### src/rtl/dec_pkg.sv
// Shared decode definitions: opcodes, operation classes, ALU ops, immediate formats
// and the registered bundle handed to execute.
package dec_pkg;

    localparam logic [6:0] OPC_LUI    = 7'b0110111;
    localparam logic [6:0] OPC_AUIPC  = 7'b0010111;
    localparam logic [6:0] OPC_JAL    = 7'b1101111;
    localparam logic [6:0] OPC_JALR   = 7'b1100111;
    localparam logic [6:0] OPC_BRANCH = 7'b1100011;
    localparam logic [6:0] OPC_LOAD   = 7'b0000011;
    localparam logic [6:0] OPC_STORE  = 7'b0100011;
    localparam logic [6:0] OPC_OP_IMM = 7'b0010011;
    localparam logic [6:0] OPC_OP     = 7'b0110011;
    localparam logic [6:0] OPC_FENCE  = 7'b0001111;
    localparam logic [6:0] OPC_SYSTEM = 7'b1110011;

    typedef enum logic [3:0] {
        CLS_ALU_R, CLS_ALU_I, CLS_LOAD, CLS_STORE, CLS_BRANCH, CLS_JAL,
        CLS_JALR, CLS_LUI, CLS_AUIPC, CLS_SYSTEM, CLS_FENCE
    } op_class_e;

    typedef enum logic [3:0] {
        ALU_ADD, ALU_SUB, ALU_SLL, ALU_SLT, ALU_SLTU,
        ALU_XOR, ALU_SRL, ALU_SRA, ALU_OR, ALU_AND
    } alu_op_e;

    typedef enum logic [2:0] {
        IMM_NONE, IMM_I, IMM_S, IMM_B, IMM_U, IMM_J
    } imm_type_e;

    typedef enum logic {
        ST_RUN, ST_KILL
    } dec_state_e;

    typedef struct packed {
        logic        valid;
        logic [31:0] pc;
        logic [4:0]  rs1;
        logic [4:0]  rs2;
        logic [4:0]  rd;
        logic [31:0] imm;
        op_class_e   cls;
        alu_op_e     aluOp;
        logic        rdWe;
        logic        illegal;
    } dec_bundle_t;

    function automatic logic [31:0] genImm(input imm_type_e immType, input logic [31:0] instr);
        logic [31:0] imm;
        case (immType)
            IMM_I:   imm = {{20{instr[31]}}, instr[31:20]};
            IMM_S:   imm = {{20{instr[31]}}, instr[31:25], instr[11:7]};
            IMM_B:   imm = {{19{instr[31]}}, instr[31], instr[7], instr[30:25], instr[11:8], 1'b0};
            IMM_U:   imm = {instr[31:12], 12'h000};
            IMM_J:   imm = {{11{instr[31]}}, instr[31], instr[19:12], instr[20], instr[30:21], 1'b0};
            default: imm = 32'h0;
        endcase
        return imm;
    endfunction

endpackage

### src/rtl/dec_decoder.sv
// Purely combinational RV32I instruction decoder: fields, immediate, class, ALU op
// and legality of a single 32-bit instruction word.
module dec_decoder
    import dec_pkg::*;
(
    input  logic [31:0] instr_i,
    output op_class_e   cls_o,
    output alu_op_e     alu_op_o,
    output logic [4:0]  rs1_o,
    output logic [4:0]  rs2_o,
    output logic [4:0]  rd_o,
    output logic [31:0] imm_o,
    output logic        rd_we_o,
    output logic        illegal_o
);

    logic [6:0] opcode;
    logic [2:0] funct3;
    logic [6:0] funct7;
    logic       useRs1;
    logic       useRs2;
    logic       useRd;
    logic       altOk;
    imm_type_e  immType;

    assign opcode = instr_i[6:0];
    assign funct3 = instr_i[14:12];
    assign funct7 = instr_i[31:25];

    // funct7=0100000 is only meaningful for SUB and SRA/SRAI
    assign altOk = (funct7 == 7'b0100000) && ((funct3 == 3'b000) || (funct3 == 3'b101));

    always_comb begin
        cls_o     = CLS_ALU_R;
        alu_op_o  = ALU_ADD;
        immType   = IMM_NONE;
        useRs1    = 1'b0;
        useRs2    = 1'b0;
        useRd     = 1'b0;
        illegal_o = 1'b0;

        case (opcode)
            OPC_OP: begin
                cls_o  = CLS_ALU_R;
                useRs1 = 1'b1;
                useRs2 = 1'b1;
                useRd  = 1'b1;
                case (funct3)
                    3'b000:  alu_op_o = funct7[5] ? ALU_SUB : ALU_ADD;
                    3'b001:  alu_op_o = ALU_SLL;
                    3'b010:  alu_op_o = ALU_SLT;
                    3'b011:  alu_op_o = ALU_SLTU;
                    3'b100:  alu_op_o = ALU_XOR;
                    3'b101:  alu_op_o = funct7[5] ? ALU_SRA : ALU_SRL;
                    3'b110:  alu_op_o = ALU_OR;
                    default: alu_op_o = ALU_AND;
                endcase
                illegal_o = !((funct7 == 7'b0) || altOk);
            end
            OPC_OP_IMM: begin
                cls_o   = CLS_ALU_I;
                immType = IMM_I;
                useRs1  = 1'b1;
                useRd   = 1'b1;
                case (funct3)
                    3'b000:  alu_op_o = ALU_ADD;
                    3'b001:  alu_op_o = ALU_SLL;
                    3'b010:  alu_op_o = ALU_SLT;
                    3'b011:  alu_op_o = ALU_SLTU;
                    3'b100:  alu_op_o = ALU_XOR;
                    3'b101:  alu_op_o = funct7[5] ? ALU_SRA : ALU_SRL;
                    3'b110:  alu_op_o = ALU_OR;
                    default: alu_op_o = ALU_AND;
                endcase
                if (funct3 == 3'b001)
                    illegal_o = (funct7 != 7'b0);
                else if (funct3 == 3'b101)
                    illegal_o = !((funct7 == 7'b0) || altOk);
            end
            OPC_LOAD: begin
                cls_o     = CLS_LOAD;
                immType   = IMM_I;
                useRs1    = 1'b1;
                useRd     = 1'b1;
                illegal_o = (funct3 == 3'b011) || (funct3[2:1] == 2'b11);
            end
            OPC_STORE: begin
                cls_o     = CLS_STORE;
                immType   = IMM_S;
                useRs1    = 1'b1;
                useRs2    = 1'b1;
                illegal_o = (funct3[2] || (funct3[1:0] == 2'b11));
            end
            OPC_BRANCH: begin
                cls_o     = CLS_BRANCH;
                immType   = IMM_B;
                useRs1    = 1'b1;
                useRs2    = 1'b1;
                alu_op_o  = funct3[2] ? (funct3[1] ? ALU_SLTU : ALU_SLT) : ALU_SUB;
                illegal_o = (funct3[2:1] == 2'b01);
            end
            OPC_JAL: begin
                cls_o   = CLS_JAL;
                immType = IMM_J;
                useRd   = 1'b1;
            end
            OPC_JALR: begin
                cls_o     = CLS_JALR;
                immType   = IMM_I;
                useRs1    = 1'b1;
                useRd     = 1'b1;
                illegal_o = (funct3 != 3'b000);
            end
            OPC_LUI: begin
                cls_o   = CLS_LUI;
                immType = IMM_U;
                useRd   = 1'b1;
            end
            OPC_AUIPC: begin
                cls_o   = CLS_AUIPC;
                immType = IMM_U;
                useRd   = 1'b1;
            end
            OPC_FENCE: begin
                cls_o     = CLS_FENCE;
                illegal_o = (funct3 != 3'b000);
            end
            OPC_SYSTEM: begin
                // Only ECALL/EBREAK; CSR access belongs to an extension not supported here
                cls_o     = CLS_SYSTEM;
                immType   = IMM_I;
                illegal_o = (funct3 != 3'b000);
            end
            default: illegal_o = 1'b1;
        endcase
    end

    assign rs1_o   = useRs1 ? instr_i[19:15] : 5'd0;
    assign rs2_o   = useRs2 ? instr_i[24:20] : 5'd0;
    assign rd_o    = useRd  ? instr_i[11:7]  : 5'd0;
    assign imm_o   = genImm(immType, instr_i);
    assign rd_we_o = useRd && (instr_i[11:7] != 5'd0) && !illegal_o;

endmodule

### src/rtl/dec_stage.sv
// RV32I decode stage: registers the decoded bundle for execute, resolves JAL early
// and squashes the fetch shadow behind a decode redirect.
module dec_stage
    import dec_pkg::*;
#(
    parameter int unsigned KILL_CYCLES = 1,
    parameter int unsigned XLEN        = 32
) (
    input  logic            clk,
    input  logic            rst,
    input  logic [XLEN-1:0] instr_location_i,
    input  logic [31:0]     instr_i,
    input  logic            exe_stall_i,
    input  logic            flush_from_exe,
    output logic            ifu_stall_o,
    output logic            flush_from_dec,
    output logic [XLEN-1:0] flush_addr_dec,
    output logic            dec_valid_o,
    output logic [XLEN-1:0] dec_pc_o,
    output logic [4:0]      dec_rs1_o,
    output logic [4:0]      dec_rs2_o,
    output logic [4:0]      dec_rd_o,
    output logic [31:0]     dec_imm_o,
    output logic [3:0]      dec_class_o,
    output logic [3:0]      dec_alu_op_o,
    output logic            dec_rd_we_o,
    output logic            dec_illegal_o
);

    localparam logic [1:0] KILL_INIT = 2'(KILL_CYCLES);

    op_class_e   decCls;
    alu_op_e     decAlu;
    logic [4:0]  decRs1;
    logic [4:0]  decRs2;
    logic [4:0]  decRd;
    logic [31:0] decImm;
    logic        decRdWe;
    logic        decIll;
    logic        isBubble;
    logic        jalHit;

    dec_state_e  state_q, state_d;
    logic [1:0]  killCnt_q, killCnt_d;
    dec_bundle_t out_q, out_d;

    dec_decoder u_decoder (
        .instr_i   (instr_i),
        .cls_o     (decCls),
        .alu_op_o  (decAlu),
        .rs1_o     (decRs1),
        .rs2_o     (decRs2),
        .rd_o      (decRd),
        .imm_o     (decImm),
        .rd_we_o   (decRdWe),
        .illegal_o (decIll)
    );

    assign isBubble = (instr_i == 32'h0);
    assign jalHit   = (state_q == ST_RUN) && !isBubble && (decCls == CLS_JAL) && !decIll
                      && !flush_from_exe && !exe_stall_i;

    assign ifu_stall_o    = exe_stall_i;
    assign flush_from_dec = jalHit;
    assign flush_addr_dec = instr_location_i + decImm;

    // Execute flush beats stall; in KILL every accepted slot is dropped
    always_comb begin
        state_d   = state_q;
        killCnt_d = killCnt_q;
        out_d     = out_q;
        if (flush_from_exe) begin
            out_d     = '0;
            state_d   = ST_RUN;
            killCnt_d = 2'd0;
        end else if (!exe_stall_i) begin
            out_d = '0;
            if (state_q == ST_RUN) begin
                if (!isBubble) begin
                    out_d.valid   = 1'b1;
                    out_d.pc      = instr_location_i;
                    out_d.rs1     = decRs1;
                    out_d.rs2     = decRs2;
                    out_d.rd      = decRd;
                    out_d.imm     = decImm;
                    out_d.cls     = decCls;
                    out_d.aluOp   = decAlu;
                    out_d.rdWe    = decRdWe;
                    out_d.illegal = decIll;
                end
                if (jalHit) begin
                    state_d   = ST_KILL;
                    killCnt_d = KILL_INIT;
                end
            end else begin
                killCnt_d = killCnt_q - 2'd1;
                if (killCnt_q == 2'd1)
                    state_d = ST_RUN;
            end
        end
    end

    always_ff @(posedge clk or posedge rst) begin
        if (rst) begin
            state_q   <= ST_RUN;
            killCnt_q <= 2'd0;
            out_q     <= '0;
        end else begin
            state_q   <= state_d;
            killCnt_q <= killCnt_d;
            out_q     <= out_d;
        end
    end

    assign dec_valid_o   = out_q.valid;
    assign dec_pc_o      = out_q.pc;
    assign dec_rs1_o     = out_q.rs1;
    assign dec_rs2_o     = out_q.rs2;
    assign dec_rd_o      = out_q.rd;
    assign dec_imm_o     = out_q.imm;
    assign dec_class_o   = out_q.cls;
    assign dec_alu_op_o  = out_q.aluOp;
    assign dec_rd_we_o   = out_q.rdWe;
    assign dec_illegal_o = out_q.illegal;

endmodule

### config.mk
export PLATFORM = sky130hd
export DESIGN_NAME = dec_stage
export DESIGN_NICKNAME = d
export VERILOG_FILES = /design/src/rtl/dec_pkg.sv /design/src/rtl/dec_decoder.sv /design/src/rtl/dec_stage.sv
export SDC_FILE = /design/constraint.sdc
export NUM_CORES = 1
export LEC_CHECK = 0
export BUFFER_PORTS_ARGS = -buffer_cell sky130_fd_sc_hd__buf_2
export CORE_MARGIN = 3
export CORE_UTILIZATION = 42
export CTS_CLUSTER_DIAMETER = 40
export DETAILED_ROUTE_END_ITERATION = 10
export PLACE_DENSITY_LB_ADDON = 0.1
export SKIP_CTS_REPAIR_TIMING = 1
export SLEW_MARGIN = 30
export SYNTH_ARGS = -nofsm -noshare
export SYNTH_HDL_FRONTEND = slang
export SYNTH_SLANG_ARGS = --single-unit
### constraint.sdc
create_clock -name clk -period 10.34 [get_ports clk]
set_input_delay 1.551 -clock clk [delete_from_list [all_inputs] [get_ports clk]]
set_output_delay 1.551 -clock clk [all_outputs]
set_load 0.03 [all_outputs]
==> metrics.yaml, run 1 <==
wl_met2_mm: 8.621
place_congestion: 0.8805
ys_async_sr_fraction: 1.000
yosysMostFrequentCell: "dfrtp_1"
post-route-period-util: 0.7752
drive_above_1_share: 0.2876
crit_type: "input port to output port"
clk_path_buf_depth: 2
grt_antenna_before_repair: 1
die-area_um2: 15200
cts_sinks: 93
vias_per_cell: 5.840
start_util: 0.4328
max_slew_margin: 0.4361
peakVddDrop_v: 0.0001051
drv_cap: 0
io-pin-count: 192
crit_required_ns: 8.79
ant_nets: 0
slowest_delay_ns: 0.63
h-tree-depth: 3
fp.dieH_um: 123.3
io_buffers: 191
max_freq_ghz: 0.1248
syn_area_um2: 5777
grt_max_degree: 75
slew_violations: 0
grt_setup_unrepaired: "no"
dr_wl_met3_mm: 1.366
pre_cts_ws_ns: 2.346
grt_usage: 0.2494
path_max_fanout: 21
routed-via-count: 5536
drt_pass1_iterations: 5
reg2reg_setup_slack_ns: 7.40
insertion_delay_ns: 0.35
synth_ff_type: "dfrtp_1"
overflow: 0
setup_ws_ns: 2.324
synth_top_area_frac: 0.4029
clk_pin_slew_ns: 0.06
nNetsFinal: 867
path_cells: "buf_2 -> or3b_2 -> a21oi_1 -> or2_2 -> nor2_1 -> a32o_1 -> ha_1 -> fa_1 -> a211oi_1 -> nor2_1 -> o22a_1 -> a31oi_1 -> o21ai_1 -> maj3_2 -> a311o_1 -> a211oi_2 -> xnor2_1 -> buf_2"
wirelength_mm: 18.56
ys_warn_count: 0
start_kind: "input port"
min_path_type: "register to register"
cp_data_arrival_time_ns: 6.46
area_delta_synth_final_pct: 23.69
route.detailed.drc: 0
top_layer: "met5"
yosysSeqAreaShare: 0.4029
finalSetupViolCount: 0
synth_edf_count: 0
dp_hpwl_mm: 14.09
power_density_nw_per_um2: 126.0
synth_common_cells: "dfrtp_1 (93), a22o_1 (84), o21ai_0 (42), a21oi_1 (40), nand2_1 (39)"
report.final.hold_viol_count: 0
post-route-min-period_ns: 8.016
outcome: "completed"
worstMarginPinSlew_ns: 0.8407
power.total_mw: 0.9003
p_leak_nw: 3.905
synth_cell_types: 62
cts_root_buffer: "clkbuf_16"
grt_first_pass_wirelength_mm: 29.48
cts_buffers: 9
fp.dieW_um: 123.3
syn_inst: 597
yosys_register_bits: 93
crit_slowest_cell: "a21oi_1"
end_kind: "output port"
fillers: 1314
met1_length_mm: 8.158
clock_skew_ns: 0.008409
first_global_vias: 5523
synth_area_leaders: "dfrtp_1 (40%), a22o_1 (13%), ha_1 (6.7%)"
rows: 42
initialDrtViolationCount: 392
avgRoutedWirePerCell_um: 19.57
num_antenna_cells: 0
tns_ns: 0
avgSynthCellArea_um2: 9.676
syn-num-nets: 697
core_area_um2: 13350
yosys.area.top_type: "dfrtp_1"
cts_tree: "done"
[per-stage QoR]
stage          utilization  hold slack (ns)  instance area (um2)  instances
3_5_place_dp        0.5131           0.4683                 6849        932
2_1_floorplan            -           0.4496                 5777        597
5_1_grt             0.5353           0.5088                 7146        948
4_1_cts             0.5351           0.4904                 7142        948
6_report            0.5353           0.4878                 7146        948
3_3_place_gp        0.5131           0.4617                 6849        932
[path summary, 6_finish.rpt]
check | startpoint | to | cells after the start
max reg2reg | state_q$_DFFE_PP0P_ | dec_rd_we_o$_DFFE_PP0P_ | 5
min in group asynchronous | rst | dec_pc_o[28]$_DFFE_PP0P_ | 2
max | instr_i[4] | flush_addr_dec[30] | 18
max in group asynchronous | rst | dec_rs1_o[2]$_DFFE_PP0P_ | 3
min | dec_valid_o$_DFFE_PP0P_ | dec_valid_o$_DFFE_PP0P_ | 2
min reg2reg | dec_valid_o$_DFFE_PP0P_ | dec_valid_o$_DFFE_PP0P_ | 2
[kinds of logic (layout without fill, tap and decap cells)]
family                     after synthesis  count (layout)  share of synthesized area
AOI/OAI and AO/OA                      248             248                     0.3147
xor gates and xnor gates                32              32                    0.04852
adders and majority gates               33              33                    0.07256
buffers and inverters                   44             219                    0.02946
DFF                                     93              93                     0.4029
muxes                                    2               2                   0.003682
and+or+nand+nor                        145             145                     0.1282
[power breakdown]
part / internal, mW / switching [mW] / total (mW)
logic: 0.0593 / 0.130 / 0.189
registers: 0.373 / 0.00494 / 0.378
clock network: 0.187 / 0.146 / 0.334
[state kept, by name, indices dropped and copies added (netlist names)]
| name | count |
|---|---|
| dec_class_o | 4 |
| killCnt_q | 2 |
| dec_imm_o | 32 |
| dec_rd_we_o | 1 |
| dec_valid_o | 1 |
| state_q | 1 |
| dec_rs2_o | 5 |
| dec_rs1_o | 5 |
| dec_pc_o | 32 |
| dec_alu_op_o | 4 |
| dec_illegal_o | 1 |
| dec_rd_o | 5 |
[worst max-delay path, delay by kind of cell]
kind            cells  cell delay [ns]
simple gates        4             0.89
xor+xnor            1             0.14
buf+inv             2             0.50
fa+ha+maj           3             1.03
compound gates      8             2.35
[per-layer routing]
| layer | global-route usage | vias to the layer above |
|---|---|---|
| met2 | 0.4027 | 203 |
| met5 | 0 | - |
| met3 | 0.05810 | 28 |
| met1 | 0.3299 | 2707 |
| met4 | 0.08443 | 2 |
| li1 | - | 2596 |
[cell usage in the layout (no fill, tap or decap), drive strengths merged, types with 5 or more instances in the layout]
master	n
buf	194
dfrtp	93
a22o	84
o21ai	43
a21oi	40
nand2	39
ha	31
nor2	30
a21o	30
xnor2	20
xor2	12
o21a	10
nor2b	10
and2	10
clkbuf	10
inv	9
nand2b	8
nand3	8
and3	8
a31oi	7
nor3	7
a211oi	7
nor4	6
or4	5
[layout make-up]
type,instances,area (um2),area share
Sequential cell,93,2327,0.3257
Multi-Input combinational cell,460,3287,0.4600
Tap cell,176,220.2,0.03082
Timing Repair Buffer,194,982.2,0.1375
Clock inverter,6,63.81,0.008930
Inverter,9,36.28,0.005078
Clock buffer,10,229.0,0.03204
(Power assumes the default switching activity.)
==> run 2: changes to the inputs <==
- ABC_AREA: default -> 1
- clock period: 10.34 -> 8 ns (I/O delays scaled with it)
==> run 2 against run 1 <==
Net effect:
- worst hold slack got worse by 0.0099 ns
- critical path type unchanged
- synthesized cell count increased by 29%
- combinational power grew 40%
- largest power group unchanged
==> metrics.yaml, run 2 <==
cts_sinks: 93  # unchanged
first_global_vias: 5928  # +7.3%
path_max_fanout: 12  # -43%
syn_inst: 770  # +29%
final_common_cell: "buf_2"
fp.dieW_um: 126.8  # +2.8%
vias_per_cell: 5.345  # -8.5%
min_path_type: "register to register"
synth_cell_types: 46  # -26%
cts_root_buffer: "clkbuf_16"
overflow: 0  # unchanged
syn-num-nets: 870  # +25%
avgSynthCellArea_um2: 7.957  # -18%
ant_nets: 0  # unchanged
die-area_um2: 16070  # +5.8%
grt_usage: 0.2471  # -0.002302
grt_max_degree: 92  # +23%
max_freq_ghz: 0.1713
cp_data_arrival_time_ns: 4.64  # -1.82 ns
tns_ns: 0  # unchanged
syn_area_um2: 6127  # +6.1%
area_delta_synth_final_pct: 22.99
dp_hpwl_mm: 15.37  # +9.1%
clk_path_buf_depth: 2  # unchanged
drv_cap: 0  # unchanged
synth_edf_count: 0  # unchanged
io-pin-count: 192  # unchanged
yosysMostFrequentCell: "nand2_1"
synth_ff_type: "dfrtp_1"
initialDrtViolationCount: 423  # +7.9%
peakVddDrop_v: 0.00009308  # -11%
ys_async_sr_fraction: 1.000  # unchanged
start_util: 0.4347  # +0.001881
rows: 43  # +2.4%
post-route-min-period_ns: 5.837
fillers: 1410  # +7.3%
multiInputGateArea_um2: 3332  # +1.4%
core_area_um2: 14100  # +5.6%
insertion_delay_ns: 0.36  # about the same
yosysSeqAreaShare: 0.3798  # -0.02303
start_kind: "input port"
synthAdderAreaFrac: 0.06657  # -0.005987
place_congestion: 0.8815  # +0.11%
mostFrequentLayoutCells: "buf_2 (191), nand2_1 (153), dfrtp_1 (93), inv_1 (89), nor2_1 (55)"
ys_warn_count: 0  # unchanged
finalSetupViolCount: 0  # unchanged
drt_pass1_iterations: 4  # -1
route.detailed.drc: 0  # unchanged
worstMarginPinSlew_ns: 0.8159  # -0.02481 ns
clock_skew_ns: 0.004655  # -0.003754 ns
report.final.hold_viol_count: 0  # unchanged
startpoint: "instr_i[1]"
synth_compound_area_frac: 0.2142  # -0.1005
grt_first_pass_wirelength_mm: 31.64  # +7.3%
max_slew_margin: 0.4540  # +0.01786
synth_xor_area_frac: 0.03288  # -0.01564
h-tree-depth: 3  # unchanged
yosys_register_bits: 93  # unchanged
setup_ws_ns: 2.163  # -0.1615 ns
pre_cts_ws_ns: 2.109  # -0.2365 ns
power_density_nw_per_um2: 157.7  # +25%
fp.dieH_um: 126.8  # +2.8%
synthMuxAreaShare: 0  # -0.003682
drive_above_1_share: 0.2717  # -0.01588
synth_top_family_by_area: "simple AND/OR/NAND/NOR gates"
clk_pin_slew_ns: 0.07  # about the same
synth_area_leaders: "dfrtp_1 (38%), nand2_1 (9.4%), ha_1 (6.3%)"
io_buffers: 191  # unchanged
crit_type: "input port to output port"
yosys.area.top_type: "dfrtp_1"
utilization: 0.5346  # -0.0007220
grt_antenna_before_repair: 0  # -1
post-route-period-util: 0.7296
seq_area_um2: 2327  # unchanged
synth_top_area_frac: 0.3798  # -0.02303
wirelength_mm: 20.03  # +7.9%
p_leak_nw: 4.382  # +12%
num_antenna_cells: 0  # unchanged
cts_tree: "done"
r2r_start: "state_q$_DFFE_PP0P_"
synth_common_cells: "nand2_1 (153), dfrtp_1 (93), inv_1 (90), nor2_1 (56), o21ai_0 (51)"
grt_setup_unrepaired: "no"
outcome: "completed"
dpl_cell_area_um2: 7243  # +5.8%
hold_start: "killCnt_q[1]$_DFFE_PP0P_"
yosys.area_share.simple: 0.2289  # +0.1007
nNetsFinal: 1052  # +21%
end_kind: "output port"
slew_violations: 0  # unchanged
final_area_um2: 7536  # +5.5%
routed-via-count: 6077  # +9.8%
crit_required_ns: 6.80  # -1.99 ns
cts_buffers: 9  # unchanged
avgRoutedWirePerCell_um: 17.61  # -10%
-- run 2: cell families (layout without fill, tap and decap cells) --
logic type / count (synthesis) / after routing
AO/OA/AOI/OAI: 195 / 195
AND/OR/NAND/NOR: 304 / 304
XOR/XNOR: 23 / 23
buffers and inverters: 123 / 310
flip-flops: 93 / 93
adder cells (fa/ha/maj): 32 / 32
-- run 2: path summary, 6_finish.rpt --
kind | end | slack [ns] | cells past startpoint
hold reg to reg | killCnt_q[1]$_DFFE_PP0P_ | 0.48 | 2
min in group asynchronous | dec_pc_o[0]$_DFFE_PP0P_ | 0.82 | 2
max in group asynchronous | dec_pc_o[20]$_DFFE_PP0P_ | 6.03 | 3
setup reg to reg | dec_rd_we_o$_DFFE_PP0P_ | 5.62 | 9
hold / removal | killCnt_q[1]$_DFFE_PP0P_ | 0.48 | 2
setup / recovery | flush_addr_dec[30] | 2.16 | 25
-- run 2: cell type report --
class / count / area share
clock buffers: 9 / 0.02989
repair buffers: 194 / 0.1303
multi-input cells: 554 / 0.4421
flip-flops and latches: 93 / 0.3088
well taps: 180 / 0.02989
inverters: 100 / 0.05047
clock inverters: 7 / 0.008468
-- run 2: worst max-delay path: stages --
cell and delay (ns):
buf_2 0.10, nand2_1 0.11, inv_2 0.06, nand4_1 0.31, inv_1 0.16, nand2_1 0.17
nor2_1 0.06, nor4_1 0.38, inv_1 0.15, ha_1 0.40, nand2_1 0.11, inv_1 0.08
nand3_1 0.08, nor3_1 0.26, nand4_1 0.15, nand3_1 0.15, nand2_1 0.06, inv_1 0.05
nand2_1 0.06, nand3_2 0.09, nand2_1 0.09, nand2_1 0.07, nand2_1 0.04, nand2_1 0.04
buf_2 0.19
-- run 2: metrics by stage --
step,total power [mW],hold WS (ns),std cells
6_report,1.189,0.4779,1137
5_1_grt,1.245,0.5026,1137
4_1_cts,1.195,0.4812,1137
3_5_place_dp,0.7653,0.4656,1121
3_3_place_gp,0.7659,0.4552,1121
2_1_floorplan,0.6729,0.4419,770
-- run 2: where the power goes --
part / internal, mW / switching (mW)
sequential: 0.483 / 0.00757
clock: 0.218 / 0.214
combinational: 0.0758 / 0.190
-- run 2: layer usage --
layer  wire (um)  track usage
met1        9190       0.3439
met2        8996       0.3842
met3        1317      0.04421
met4         521      0.09401
met5           0            0
